`config.mk`:
```
export PLATFORM = sky130hd
export DESIGN_NAME = ntt_butterfly_unit
export DESIGN_NICKNAME = d
export VERILOG_FILES = /design/src/rtl/ntt_butterfly_unit.sv
export SDC_FILE = /design/constraint.sdc
export NUM_CORES = 1
export LEC_CHECK = 0
export CAP_MARGIN = 20
export CORE_MARGIN = 10
export CORE_UTILIZATION = 65
export CTS_BUF_LIST = sky130_fd_sc_hd__clkbuf_8
export CTS_CLUSTER_SIZE = 30
export DETAILED_ROUTE_END_ITERATION = 8
export PLACE_DENSITY = 0.91
export SLEW_MARGIN = 20
export SYNTH_ARGS = -nofsm -noshare
export SYNTH_HDL_FRONTEND = slang
export SYNTH_SLANG_ARGS = --single-unit
```
`constraint.sdc`:
```
create_clock -name clk -period 9.15 [get_ports clk]
set_input_delay 1.83 -clock clk [delete_from_list [all_inputs] [get_ports clk]]
set_output_delay 1.83 -clock clk [all_outputs]
set_load 0.02 [all_outputs]
```
`src/rtl/ntt_butterfly_unit.sv`:
```
// rtl/ntt_butterfly_unit.sv - Cooley-Tukey butterfly mod Q with a bit-serial modular reducer
// Reads a then (b, w); writes a+b*w then a-b*w (mod Q), lower address first.
module ntt_butterfly_unit #(
  parameter int DATA_W = 16,
  parameter int Q      = 12289,
  parameter int CNT_W  = 6
) (
  input  logic              clk,
  input  logic              rst,
  input  logic              rdValid,
  output logic              rdReady,
  input  logic [DATA_W-1:0] rdData,
  input  logic [DATA_W-1:0] twiddle,
  output logic              wrValid,
  input  logic              wrReady,
  output logic [DATA_W-1:0] wrData,
  output logic              wrSel,
  output logic              busy
);

  typedef enum logic [2:0] {
    IDLE, WAIT_B, MUL, RED, FIN, OUT_A, OUT_B
  } state_t;

  localparam logic [DATA_W:0]  QX       = (DATA_W+1)'(Q);
  localparam logic [CNT_W-1:0] LAST_BIT = CNT_W'(2*DATA_W-1);

  state_t state, nextState;

  logic [DATA_W-1:0]   a, b, w, r, bPrime;
  logic [2*DATA_W-1:0] p;
  logic [CNT_W-1:0]    cnt;

  logic              pBit;
  logic [DATA_W:0]   rAcc, rRed, sumAT, addRes, subRes;

  // One reduction step: shift in the next product bit (MSB first) and fold back below Q.
  always_comb begin
    pBit   = p[LAST_BIT - cnt];
    rAcc   = {r, 1'b0} + (DATA_W+1)'(pBit);
    rRed   = (rAcc >= QX) ? rAcc - QX : rAcc;
    sumAT  = {1'b0, a} + {1'b0, r};
    addRes = (sumAT >= QX) ? sumAT - QX : sumAT;
    subRes = (a >= r) ? {1'b0, a} - {1'b0, r} : {1'b0, a} + QX - {1'b0, r};
  end

  always_ff @(posedge clk or negedge rst) begin
    if (!rst) state <= IDLE;
    else      state <= nextState;
  end

  always_comb begin
    nextState = state;
    case (state)
      IDLE:    if (rdValid) nextState = WAIT_B;
      WAIT_B:  if (rdValid) nextState = MUL;
      MUL:     nextState = RED;
      RED:     if (cnt == LAST_BIT) nextState = FIN;
      FIN:     nextState = OUT_A;
      OUT_A:   if (wrReady) nextState = OUT_B;
      OUT_B:   if (wrReady) nextState = IDLE;
      default: nextState = IDLE;
    endcase
  end

  always_ff @(posedge clk or negedge rst) begin
    if (!rst) begin
      a       <= '0;
      b       <= '0;
      w       <= '0;
      p       <= '0;
      r       <= '0;
      cnt     <= '0;
      bPrime  <= '0;
      wrData  <= '0;
      wrValid <= 1'b0;
      wrSel   <= 1'b0;
    end else begin
      case (state)
        IDLE: if (rdValid) a <= rdData;
        WAIT_B: if (rdValid) begin
          b <= rdData;
          w <= twiddle;
        end
        MUL: begin
          p   <= b * w;
          r   <= '0;
          cnt <= '0;
        end
        RED: begin
          r   <= DATA_W'(rRed);
          cnt <= cnt + 1'b1;
        end
        FIN: begin
          wrData  <= DATA_W'(addRes);
          bPrime  <= DATA_W'(subRes);
          wrValid <= 1'b1;
          wrSel   <= 1'b0;
        end
        OUT_A: if (wrReady) begin
          wrData <= bPrime;
          wrSel  <= 1'b1;
        end
        OUT_B: if (wrReady) begin
          wrValid <= 1'b0;
          wrSel   <= 1'b0;
        end
        default: ;
      endcase
    end
  end

  assign rdReady = (state == IDLE) || (state == WAIT_B);
  assign busy    = (state != IDLE);

endmodule

```
Word-level counts from Yosys, hierarchy flattened
Cells that the tools add are included.

storage, ports and cells
  register bits after elaboration = 139

cells by class
  $add $sub $neg = 9
  $mul = 1
  magnitude comparators = 4
  equal/unequal tests = 12
  multiplexer cells = 19
  reductions and logical operators = 13

operators with widths
  operator                                                                  count
  16-bit two-way mux                                                        4
  16-bit one-hot mux with 2 select lines                                    2
  17-bit by 14-bit >= comparator with 1-bit output (second input constant)  2
  16-bit by 16-bit multiplier with 32-bit output                            1
  16-bit by 14-bit subtractor with 16-bit output (second input constant)    2
  16-bit subtractor                                                         2
  3-bit one-hot mux with 7 select lines                                     1
  16-bit by 16-bit adder with 17-bit output                                 1
  17-bit by 1-bit adder with 17-bit output                                  1
  16-bit by 14-bit adder with 16-bit output (second input constant)         1
  16-bit >= comparator                                                      1
  3-bit two-way mux                                                         5
  6-bit one-hot mux with 2 select lines                                     1
  2-bit != test (second input constant)                                     5
  3-bit equality test (second input constant)                               3
  2-bit AND reduction                                                       4
  6-bit by 1-bit adder with 6-bit output (second input constant)            1
  3-bit by 2-bit equality test with 1-bit output (second input constant)    2
  6-bit by 5-bit equality test with 1-bit output (second input constant)    1
  6-bit < comparator (second input constant)                                1
  2-bit nonzero test                                                        3
  3-bit nonzero test                                                        2
  5-bit by 6-bit subtractor with 6-bit output (first input constant)        1
  1-bit binary-select mux with 5-bit select                                 1
  8 further kinds                                                           10

Longest topological paths before layout
Gate-level depths: netlist of run 1.

  depth in word-level cells = 7
  gate-level depth with buffers = 25
  mapped depth without buffers = 24

Worst setup path after synthesis of run 1
OpenSTA, ideal clock, no wires.

  path kind = register -> register
  start point = register w[1]
  end point = register p[30]
  library setup time = 0.140 ns
  arrival time = 6.218 ns
  required time = 9.010 ns
  setup slack = 2.792 ns
  cell stages (with the launch flop) = 23
  path buffers = 1
  period minus slack after synthesis = 6.358 ns
  cell sequence = dfrtp_1 > clkbuf_1 > nand2_1 > fa_1 > fa_1 > fa_1 > fa_1 > inv_1 > fa_1 > inv_1 > fa_1 > inv_1 > ha_1 > a21oi_1 > o21a_1 > o21ai_0 > a21oi_1 > o21ai_0 > a41oi_1 > nor2_1 > a2111oi_0 > mux2i_1 > o211ai_1

on the way
  longest elaborated chain between the ends = 1

ends and longest elaborated chain
  item                                            RTL line  source
  start: declaration                              30        logic [DATA_W-1:0] a, b, w, r, bPrime;
  start signal: assignment                        83        w <= twiddle;
  16-bit by 16-bit multiplier with 32-bit output  86        p <= b * w;
  end signal: assignment                          86
  end: declaration                                31        logic [2*DATA_W-1:0] p;

Every way passes these cells.
A chain may end at the register's enable or synchronous reset.

Worst setup path after layout of run 1
  start point = register b[10]
  end point = register p[30]

on the way
  longest elaborated chain between the ends = 1

ends and longest elaborated chain
  item                                            RTL line  source
  start: declaration                              30
  start signal: assignment                        82        b <= rdData;
  16-bit by 16-bit multiplier with 32-bit output  86

Every way passes these cells.

==> flow_summary_export.csv, run 1 <==
group,metric,value,unit
run_status,outcome,"completed",
job,maxCapViolations,0,
cells_and_area,syn_to_final_growth,6.11,%
placement,place_hpwl,34800,um
floorplanning,coreArea,26800,um^2
logic_synthesis,synth.distinct_cells,85,
critical_path,cp_max_fo,17,
critical_path,crit_chain,"nand2_1, fa_1, fa_1, fa_1, fa_1, inv_1, fa_1, inv_1, fa_1, inv_1, ha_1, a21oi_1, o21a_1, o21ai_0, a21oi_1, o21ai_0, a41oi_1, nor2_1, a2111oi_0, mux2i_1, o211ai_1",
cells_and_area,layout-drive-gt1-share,0.0620,
global_routing,grt_pass1_vias,14916,
sta,skew,24.5,ps
global_routing,grt_max_degree,80,
sta,tightest_slew,1040,ps
sta,period_minus_slack,7050,ps
logic_synthesis,syn_inst,1954,
detailed_routing,dr.first_iter.drc_count,1423,
cells_and_area,final_common_cell,"inv_1",
clock_tree,clk_pin_slew,110,ps
logic_synthesis,ys_seq_area_frac,0.198,
detailed_routing,routed_wl,44300,um
critical_path,timing_worst_setup_path_type,"register to register",
logic_synthesis,synth_top_area_frac,0.237,
clock_tree,ctsResizeCount,0,
floorplanning,die_h,184,um
critical_path,critPathBufInv,3,
floorplanning,start_util,0.656,
placement,gp_congestion,0.937,
critical_path,worst_setup_path_start_kind,"register",
critical_path,cpLargestDelayFamily,"adder cells",
logic_synthesis,synth_top_area_cell,"fa_1",
floorplanning,fp-row-count,60,
critical_path,endpoint_kind,"register",
clock_tree,tritoncts,"built",
sta,fin_crit_sh,0.771,
cells_and_area,regArea,3480,um^2
detailed_routing,dr.pass1.iters,6,
logic_synthesis,async_reset_ff_frac,1.00,
min_path,holdCritPathClass,"register to register",
logic_synthesis,synth_edf_count,0,
logic_synthesis,synthesis.area,17600,um^2
placement,io_buffers,55,
cells_and_area,antenna_cells,0,
cells_and_area,final_util,0.696,
critical_path,cpMostUsedCell,"fa_1",
floorplanning,io_pins,56,
global_routing,grt_pass1_wl,73900,um
cells_and_area,fill_cells,1888,
global_routing,globalRouteOverflowTotal,0,
global_routing,track_usage,0.271,
logic_synthesis,synthFlopType,"dfrtp_1",
clock_tree,cts_setup_buffers,0,
detailed_routing,route.vias.total,14200,
global_routing,antenna_found_initial,0,
clock_tree,h-tree-depth,4,
logic_synthesis,ys_top_cells_by_area,"fa_1 (24%), dfrtp_1 (20%), ha_1 (11%), inv_1 (6.5%), nand2_1 (6.0%)",
sta,maxSlewViolCount,0,
clock_tree,clock-root-buffer,"clkbuf_8",
placement,place_area,18200,um^2
floorplanning,die_area,34000,um^2
clock_tree,numClockSinks,139,
sta,slew-limit-headroom,0.305,
critical_path,slowest_stage,"dfrtp_1",
sta,setup_tns,0,ps
detailed_routing,drcViolationCount,0,
logic_synthesis,synth_nets,2357,
critical_path,worstPathRequired,9500,ps
cells_and_area,layout_common_cells,"inv_1 (306), nand2_1 (282), fa_1 (208), ha_1 (159), dfrtp_1 (139)",
critical_path,rrSetupSlack,2100,ps
clock_tree,cts.path.max_buffers,2,
cells_and_area,multi_input_area,12500,um^2
floorplanning,die_w,184,um
clock_tree,numCtsBuffers,17,
cells_and_area,final_nets,2357,
detailed_routing,routedWlPerCell,19.2,um
logic_synthesis,syn_area_per_cell,9.00,um^2
critical_path,worstPathArrival,7400,ps
logic_synthesis,ys_warn_count,0,
clock_tree,clk_latency,490,ps
critical_path,critPathMaxStageDelay,730,ps
sta,final-hold-violation-count,0,
sta,timing.fmax,142,MHz
sta,rsz0062_at_grt,"no",
logic_synthesis,ys_seq_elements,139,
detailed_routing,viasPerCell,6.15,
clock_tree,cts_hold_buf,0,
cells_and_area,final_cell_area,18700,um^2
detailed_routing,postRouteAntennaNets,0,
sta,setup-violations-final,0,
## per-stage QoR
step / setup WS (ps) / instances / hold WS (ps)
after detailed placement: 2140 / 2275 / 465
after CTS: 2090 / 2307 / 487
after global routing: 1650 / 2308 / 514
final: 2100 / 2308 / 484
after floorplan: 2790 / 1954 / 442
after global placement: 2300 / 2275 / 456
## area by class of cell
| type | instances | share of cell area |
|---|---|---|
| timing repair buffer | 66 | 0.0347 |
| multi-input combinational | 1423 | 0.672 |
| sequential | 139 | 0.186 |
| tap | 341 | 0.0229 |
| clock inverter | 15 | 0.00932 |
| clock buffer | 17 | 0.0125 |
| inverter | 307 | 0.0618 |
## kinds of logic after synthesis
group / count (synthesis) / share of synthesized area
buffers and inverters: 392 / 0.0893
adder cells (fa/ha/maj): 367 / 0.350
XOR/XNOR: 82 / 0.0409
AND/OR/NAND/NOR: 620 / 0.172
multiplexers: 62 / 0.0456
flip-flops: 139 / 0.198
AO/OA/AOI/OAI: 292 / 0.104
## metal layers
layer  share of wire  track usage  routed length (um)
met4           0.054        0.148                2380
met5               0            0                   0
met1            0.36        0.303               15800
met3           0.072       0.0551                3190
met2            0.52        0.475               22900
## registers in the layout, summed over array words and instances, names as in the netlist, 3 cells and up
register	count
bPrime	16
a	16
state	3
cnt	6
wrData	16
w	16
p	32
r	16
b	16
## synth_stat cells, types with 7 or more instances
library cell and instances:
mux2i_1 10, xnor2_1 58, o21bai_1 9, nor3_1 31, nand3_1 27, and3_1 9, inv_1 306, nor2b_1 18
a21oi_1 68, or3_1 12, nand4_1 9, nor2_1 62, nor3b_1 7, mux2_2 41, clkbuf_1 66, nand2b_1 14
a21o_1 9, ha_1 159, o21ai_0 107, mux4_2 10, xor2_1 24, o22ai_1 9, a31oi_1 16, buf_6 8
dfrtp_1 139, nand2_1 282, o31ai_1 12, nor4_1 9, fa_1 208, and2_1 118
## path summary, 6_finish.rpt
kind	cells past startpoint	start	endpoint
worst max-delay path	21	b[10]$_DFFE_PN0P_	p[30]$_DFFE_PN0P_
worst min-delay path	2	bPrime[8]$_DFFE_PN0P_	bPrime[8]$_DFFE_PN0P_
worst max register to register	21	b[10]$_DFFE_PN0P_	p[30]$_DFFE_PN0P_
worst min register to register	2	bPrime[8]$_DFFE_PN0P_	bPrime[8]$_DFFE_PN0P_
max in group asynchronous	3	rst	p[5]$_DFFE_PN0P_
min in group asynchronous	1	rst	wrData[0]$_DFFE_PN0P_
## worst reg2reg max path: stages, from the launching register on
cell       delay (ps)
dfrtp_1           730
nand2_1           170
fa_1              530
fa_1              580
fa_1              450
fa_1              560
inv_1              60
fa_1              550
inv_1              60
fa_1              540
inv_1              50
ha_1              340
a21oi_1           230
o21a_1            150
o21ai_0            80
a21oi_1           400
o21ai_0           220
a41oi_1           340
nor2_1             80
a2111oi_0         470
mux2i_1           240
o211ai_1          100
Power of run 1 is left out: the tool's default activity adds up to more than one toggle a clock period on the data nets, which glitch-free logic cannot reach.
==> inputs of run 2 (changes only) <==
--- a/config.mk
+++ b/config.mk
@@ -7,11 +7,11 @@
 export LEC_CHECK = 0
 export CAP_MARGIN = 20
 export CORE_MARGIN = 10
-export CORE_UTILIZATION = 65
+export CORE_UTILIZATION = 59
 export CTS_BUF_LIST = sky130_fd_sc_hd__clkbuf_8
 export CTS_CLUSTER_SIZE = 30
 export DETAILED_ROUTE_END_ITERATION = 8
-export PLACE_DENSITY = 0.91
+export PLACE_DENSITY = 0.87
 export SLEW_MARGIN = 20
 export SYNTH_ARGS = -nofsm -noshare
 export SYNTH_HDL_FRONTEND = slang
==> constraint.sdc (replaced) <==
create_clock -name clk -period 6.25 [get_ports clk]
set_input_delay 1.25 -clock clk [delete_from_list [all_inputs] [get_ports clk]]
set_output_delay 1.25 -clock clk [all_outputs]
set_load 0.02 [all_outputs]
==> run 2 against run 1 <==
Against the previous run: the run now ends with setup timing left; maximum frequency rose by 12%; first-iteration DRC count rose by 4.6%; setup slack worse by 2100 ps; worst hold slack lost 2.6 ps; design area rose by 5.3%; register-to-register slack got worse by 2100 ps; critical path type unchanged.
==> flow_summary_export.csv, run 2 (synthesis gave the netlist of run 1 again) <==
group,metric,value,unit
cells_and_area,regArea,3490,um^2
sta,maxSlewViolCount,0,
critical_path,cp_max_fo,5,
sta,setup_ws,-43.7,ps
critical_path,critPathBufInv,7,
critical_path,timing_worst_setup_path_type,"register to register",
critical_path,cpMostUsedCell,"fa_1",
cells_and_area,largest_register_ffs,32,
critical_path,rrSetupSlack,-40,ps
clock_tree,clk_pin_slew,100,ps
critical_path,critPathMaxStageDelay,580,ps
placement,gp_congestion,0.968,
floorplanning,fp-row-count,63,
clock_tree,numClockSinks,139,
global_routing,antenna_found_initial,0,
critical_path,worstPathRequired,6630,ps
cells_and_area,antenna_cells,0,
placement,io_buffers,55,
clock_tree,numCtsBuffers,17,
clock_tree,clock-root-buffer,"clkbuf_8",
min_path,hp-start,"p[13]$_DFFE_PN0P_",
sta,period_minus_slack,6290,ps
critical_path,worstReg2RegStart,"b[5]$_DFFE_PN0P_",
min_path,hold_path_depth,2,
critical_path,reg2regPathDepth,24,
critical_path,startpoint,"b[5]$_DFFE_PN0P_",
placement,place_hpwl,37000,um
global_routing,grt_max_degree,72,
detailed_routing,dr.first_iter.drc_count,1488,
sta,rsz0062_at_grt,"yes",
critical_path,r2r_end,"p[23]$_DFFE_PN0P_",
min_path,holdCritPathClass,"register to register",
global_routing,globalRouteOverflowTotal,0,
min_path,hold_end,"p[13]$_DFFE_PN0P_",
cells_and_area,fill_cells,2047,
clock_tree,cts_hold_buf,0,
detailed_routing,viasPerCell,6.12,
clock_tree,cts.path.max_buffers,2,
detailed_routing,postRouteAntennaNets,0,
cells_and_area,multi_input_area,12800,um^2
cells_and_area,final_util,0.666,
cells_and_area,syn_to_final_growth,11.8,%
sta,final-hold-violation-count,0,
floorplanning,die_w,193,um
cells_and_area,top_register,"p",
floorplanning,die_h,193,um
detailed_routing,route.vias.total,14940,
cells_and_area,layout_common_cells,"inv_1 (298), nand2_1 (282), fa_1 (202), ha_1 (148), dfrtp_1 (131)",
cells_and_area,final_nets,2442,
clock_tree,clk_latency,510,ps
cells_and_area,layout-drive-gt1-share,0.131,
sta,fin_crit_sh,1.01,
global_routing,track_usage,0.259,
critical_path,path_depth,24,
clock_tree,h-tree-depth,4,
sta,timing.fmax,159,MHz
critical_path,crit_chain,"buf_4, buf_4, buf_4, nand2_1, fa_1, inv_1, fa_1, ha_1, inv_1, fa_1, fa_1, fa_1, inv_1, ha_1, o21ai_1, nor2_1, a211oi_2, buf_4, o311ai_4, a21o_1, a2111o_1, a41oi_2, xor2_1, o21ai_1",
critical_path,worst_setup_path_start_kind,"register",
detailed_routing,routedWlPerCell,20.5,um
run_status,outcome,"finished, violations left",
floorplanning,io_pins,56,
sta,slew-limit-headroom,0.353,
cells_and_area,final_common_cell,"inv_1",
global_routing,grt_pass1_wl,76900,um
floorplanning,die_area,37100,um^2
sta,setup-violations-final,2,
detailed_routing,drcViolationCount,0,
sta,skew,19.5,ps
critical_path,slowest_stage,"fa_1",
run_status,violations,"setup timing",
detailed_routing,dr.pass1.iters,8,
critical_path,worstPathArrival,6670,ps
detailed_routing,routed_wl,50100,um
floorplanning,coreArea,29500,um^2
critical_path,cpLargestDelayFamily,"adder cells",
global_routing,grt_pass1_vias,15595,
job,maxCapViolations,0,
sta,tightest_slew,970,ps
clock_tree,tritoncts,"built",
floorplanning,start_util,0.596,
critical_path,endpoint_kind,"register",
run 2: worst max path at each step:
stage / end / slack [ps]
after floorplan: p[30]$_DFFE_PN0P_ / 90
after global placement: p[30]$_DFFE_PN0P_ / -10
after global routing: p[23]$_DFFE_PN0P_ / -170
after CTS: p[23]$_DFFE_PN0P_ / 4
after detailed placement: p[30]$_DFFE_PN0P_ / -270
final: p[23]$_DFFE_PN0P_ / -40
run 2: stage by stage:
| step | cells | setup WS [ps] | TNS, ps | instance area (um^2) | hold slack (ps) |
|---|---|---|---|---|---|
| 4_1_cts | 2428 | 3.57 | 0 | 19200 | 483 |
| 2_1_floorplan | 1954 | 86.9 | 0 | 17600 | 442 |
| 5_1_grt | 2442 | -174 | -830 | 19600 | 518 |
| 6_report | 2442 | -43.7 | -63.9 | 19600 | 482 |
| 3_5_place_dp | 2394 | -274 | -420 | 18800 | 464 |
| 3_3_place_gp | 2394 | -12.5 | -12.5 | 18800 | 454 |
run 2: repair_timing:
action / CTS / global route
cloned: 0 / 0
endpoints found under the setup margin: 4 / 10
pin swaps: 7 / 44
endpoints found under the hold margin: 0 / 0
resized for setup: 9 / 73
setup buffers: 2 / 16
run 2: final cells by class:
cell class                 instances  area share
inverter                         307      0.0587
multi-input combinational       1423       0.653
sequential                       139       0.178
clock buffer                      17      0.0119
tap                              390      0.0248
timing repair buffer             151      0.0669
clock inverter                    15     0.00707
run 2: worst reg2reg max path, delay by kind of cell, from the launching register on:
family	cells	cell delay, ps
AND/OR/NAND/NOR	2	170
adder cells (fa/ha/maj)	7	3140
AO/OA/AOI/OAI	7	1460
flip-flops	1	420
XOR/XNOR	1	230
buffers and inverters	7	740
run 2: routing by layer:
metal | wire (um) | track usage
met5 | 0 | 0
met4 | 3070 | 0.148
met3 | 3730 | 0.0477
met2 | 25800 | 0.458
met1 | 17500 | 0.286
Power of run 2 is left out for the same reason.
==> inputs of run 3 (changes only) <==
--- a/config.mk
+++ b/config.mk
@@ -11,7 +11,9 @@
 export CTS_BUF_LIST = sky130_fd_sc_hd__clkbuf_8
 export CTS_CLUSTER_SIZE = 30
 export DETAILED_ROUTE_END_ITERATION = 8
+export GPL_ROUTABILITY_DRIVEN = 0
 export PLACE_DENSITY = 0.87
+export SKIP_LAST_GASP = 1
 export SLEW_MARGIN = 20
 export SYNTH_ARGS = -nofsm -noshare
 export SYNTH_HDL_FRONTEND = slang
==> run 3 against run 2 <==
Against the previous run: design area shrank 0.68%; the flow still finishes with violations (setup timing); critical endpoint is now p[31]$_DFFE_PN0P_; first-iteration DRC count is 9.9% lower; global-route usage decreased by 0.61 points; via count is 0.82% lower; setup slack improved by 2.0 ps; count of clock-buffer cells in the layout rose by 3; sequential share of layout area up 0.12 points; critical path type unchanged; clock skew up 5.4 ps.
==> flow_summary_export.csv, run 3 (synthesis gave the netlist of run 1 again) <==
group,metric,value,unit
critical_path,cp_max_fo,5,
sta,final-hold-violation-count,0,
detailed_routing,viasPerCell,6.08,
critical_path,rrSetupSlack,-40,ps
floorplanning,die_area,37100,um^2
placement,place_hpwl,36500,um
cells_and_area,fill_cells,2085,
cells_and_area,multi_input_area,12800,um^2
cells_and_area,regArea,3490,um^2
critical_path,endpoint_kind,"register",
clock_tree,clock-root-buffer,"clkbuf_8",
cells_and_area,final_common_cell,"inv_1",
sta,maxSlewViolCount,0,
detailed_routing,dr.first_iter.drc_count,1341,
detailed_routing,route.vias.total,14818,
placement,place_area,18800,um^2
clock_tree,numCtsBuffers,17,
critical_path,critPathMaxStageDelay,560,ps
global_routing,track_usage,0.253,
critical_path,worst_setup_path_start_kind,"register",
cells_and_area,syn_to_final_growth,11.0,%
critical_path,cpMostUsedCell,"fa_1",
detailed_routing,routedWlPerCell,20.2,um
critical_path,worstPathArrival,6670,ps
floorplanning,die_w,193,um
detailed_routing,drcViolationCount,0,
clock_tree,tritoncts,"built",
sta,setup-violations-final,1,
clock_tree,clk_latency,500,ps
run_status,violations,"setup timing",
cells_and_area,layout-drive-gt1-share,0.121,
global_routing,antenna_found_initial,0,
clock_tree,numClockSinks,139,
cells_and_area,layout_common_cells,"inv_1 (298), nand2_1 (281), fa_1 (203), ha_1 (151), dfrtp_1 (131)",
floorplanning,start_util,0.596,
min_path,hold_path_depth,2,
sta,rsz0062_at_grt,"yes",
global_routing,globalRouteOverflowTotal,0,
critical_path,timing_worst_setup_path_type,"register to register",
cells_and_area,top_register,"p",
global_routing,grt_max_degree,73,
floorplanning,die_h,193,um
sta,slew-limit-headroom,0.180,
detailed_routing,dr.pass1.iters,5,
floorplanning,coreArea,29500,um^2
min_path,holdCritPathClass,"register to register",
cells_and_area,antenna_cells,0,
sta,setup_ws,-41.7,ps
sta,tightest_slew,1230,ps
floorplanning,fp-row-count,63,
critical_path,slowest_stage,"fa_1",
critical_path,worstReg2RegStart,"b[5]$_DFFE_PN0P_",
run_status,outcome,"finished, violations left",
sta,skew,24.8,ps
floorplanning,io_pins,56,
critical_path,cpLargestDelayFamily,"adder cells",
placement,dp.cells,2396,
sta,timing.fmax,159,MHz
sta,fin_crit_sh,1.01,
detailed_routing,routed_wl,49200,um
critical_path,r2r_end,"p[31]$_DFFE_PN0P_",
cells_and_area,final_cell_area,19500,um^2
global_routing,grt_pass1_vias,15195,
placement,io_buffers,55,
cells_and_area,largest_register_ffs,32,
detailed_routing,postRouteAntennaNets,0,
cells_and_area,finalNonFillerCells,2437,
critical_path,reg2regPathDepth,25,
clock_tree,clk_pin_slew,100,ps
cells_and_area,final_nets,2437,
clock_tree,cts.path.max_buffers,2,
sta,period_minus_slack,6290,ps
clock_tree,h-tree-depth,4,
global_routing,grt_pass1_wl,75100,um
job,maxCapViolations,0,
critical_path,worstPathRequired,6630,ps
min_path,hp-start,"bPrime[13]$_DFFE_PN0P_",
critical_path,critPathBufInv,7,
min_path,hold_end,"bPrime[13]$_DFFE_PN0P_",
## run 3: changes by cell type in the layout (fill, tap and decap cells not counted), sizes merged
cell	delta
clkbuf	+3
buf	-5
clkinv	+1
inv	-1
bufinv	-1
clkinvlp	-2
## run 3: tightest hold or removal path: cells and delay by family (launching register included)
kind / cells / cell delay [ps]
DFF: 1 / 350
AOI/OAI and AO/OA: 1 / 60
and+or+nand+nor: 1 / 50
## run 3: area by class of cell
type	count	share of cell area
clock inverters	12	0.00455
multi-input cells	1423	0.653
well taps	390	0.0250
clock buffers	20	0.0141
inverters	307	0.0591
repair buffers	146	0.0651
flip-flops and latches	139	0.179
## run 3: how the worst max path moves through the flow
stage	startpoint	cells past startpoint	slack (ps)	endpoint
global placement	b[5]$_DFFE_PN0P_	23	-30	p[30]$_DFFE_PN0P_
global route	b[5]$_DFFE_PN0P_	25	-270	p[31]$_DFFE_PN0P_
floorplan	w[4]$_DFFE_PN0P_	23	90	p[30]$_DFFE_PN0P_
finish	b[5]$_DFFE_PN0P_	25	-40	p[31]$_DFFE_PN0P_
CTS	b[5]$_DFFE_PN0P_	23	-4	p[30]$_DFFE_PN0P_
detailed placement	b[5]$_DFFE_PN0P_	23	-200	p[30]$_DFFE_PN0P_
## run 3: per-stage QoR
stage | worst slack [ps] | util | hold WS [ps] | TNS (ps)
2_1_floorplan | 86.9 | - | 442 | 0
3_3_place_gp | -28.7 | 0.639 | 455 | -28.7
3_5_place_dp | -197 | 0.639 | 466 | -371
4_1_cts | -4.43 | 0.652 | 483 | -4.43
5_1_grt | -266 | 0.662 | 509 | -1470
6_report | -41.7 | 0.662 | 482 | -41.7
## run 3: metal layers
metal,GRT usage,part of all wire
met3,0.0363,0.073
met2,0.448,0.51
met1,0.290,0.35
met4,0.132,0.069
met5,0,0
## run 3: timing repair
action / in CTS / in global routing
resized for setup: 7 / 57
hold endpoints to repair: 0 / 0
buffers inserted: 1 / 7
gates cloned: 0 / 1
hold buffers: 0 / 0
setup endpoints to repair: 4 / 9
pin swaps: 5 / 38
Power of run 3 is left out for the same reason.
==> edit, RTL diff (settings of run 1) <==
Encoding of `state_t`: now Gray code (3 bits for 7 states).
--- a/src/rtl/ntt_butterfly_unit.sv
+++ b/src/rtl/ntt_butterfly_unit.sv
@@ -20,5 +20,5 @@
 
   typedef enum logic [2:0] {
-    IDLE, WAIT_B, MUL, RED, FIN, OUT_A, OUT_B
+    IDLE = 3'b000, WAIT_B = 3'b001, MUL = 3'b011, RED = 3'b010, FIN = 3'b110, OUT_A = 3'b111, OUT_B = 3'b101
   } state_t;
 
Behaviour: same outputs for any inputs over 10 cycles, from zero or initial values and one cycle with rst low; not proved beyond that.
==> edit against run 1 <==
Wire length up 3.6%. Synthesized area decreased by 0.49%. Worst setup slack got worse by 0.22 ns. Sequential cell count did not move. Core utilization rose by 1.4 points. Highest routed layer unchanged. Non-clock buffer count increased by 1. Clock skew decreased by 0.0019 ns. Cell area up 0.10%. Count of clock-buffer cells in the layout unchanged.
Power is not shown: default switching activity piles up to over one toggle a cycle in this logic, so the estimate is an artifact.
==> edit: results <==
{
  "grt_max_degree": 82,
  "place_inst": 2242,
  "final_cells": 2275,
  "syn_area_per_cell_um2": 9.10,
  "seq_share_pct": 18.6,
  "synth.area.mux_share_pct": 4.41,
  "worst_slew_pin_slew_ns": 0.880,
  "seq_area_frac_synth_pct": 19.9,
  "dp_hpwl_mm": 35.2,
  "placed_cell_area_mm2": 0.0182,
  "multi_input_area_mm2": 0.0126,
  "synth_common_cells": "inv_1 (303), nand2_1 (249), fa_1 (208)",
  "fillers": 1769,
  "viasPerCell": 6.14,
  "num-nonclk-buffers": 67,
  "multi_input_cells": 1398,
  "grt_pass1_vias": 14400,
  "drt_wl_total_mm": 45.9,
  "synthXorXnorAreaFrac_pct": 4.45,
  "syn-num-nets": 2330,
  "dp_slack_ns": 2.02,
  "skew_ns": 0.0226,
  "synthTopCellsByArea": "fa_1 (24%), dfrtp_1 (20%), ha_1 (12%)",
  "drive_gt1_share_pct": 6.91,
  "inverters": 304,
  "rows": 59,
  "outcome": "finished clean",
  "grt_first_pass_wirelength_mm": 75.1,
  "clock_area_share_pct": 2.28,
  "grt_use_total_pct": 28.0
}
[edit: worst paths after layout]
check	from	endpoint	slack, ns	cells after the start
max	w[1]$_DFFE_PN0P_	p[30]$_DFFE_PN0N_	1.88	21
min	p[20]$_DFFE_PN0N_	p[20]$_DFFE_PN0N_	0.49	2
max reg2reg	w[1]$_DFFE_PN0P_	p[30]$_DFFE_PN0N_	1.88	21
min reg2reg	p[20]$_DFFE_PN0N_	p[20]$_DFFE_PN0N_	0.49	2
max in group asynchronous	rst	cnt[0]$_DFFE_PN0P_	6.46	2
min in group asynchronous	rst	wrData[9]$_DFFE_PN0P_	1.37	1
[edit: routing by layer]
metal  track usage [%]  part of all wire (%)
met5                 0                     0
met4              9.67                   3.1
met3              8.62                    12
met2              43.0                    46
met1              36.8                    40
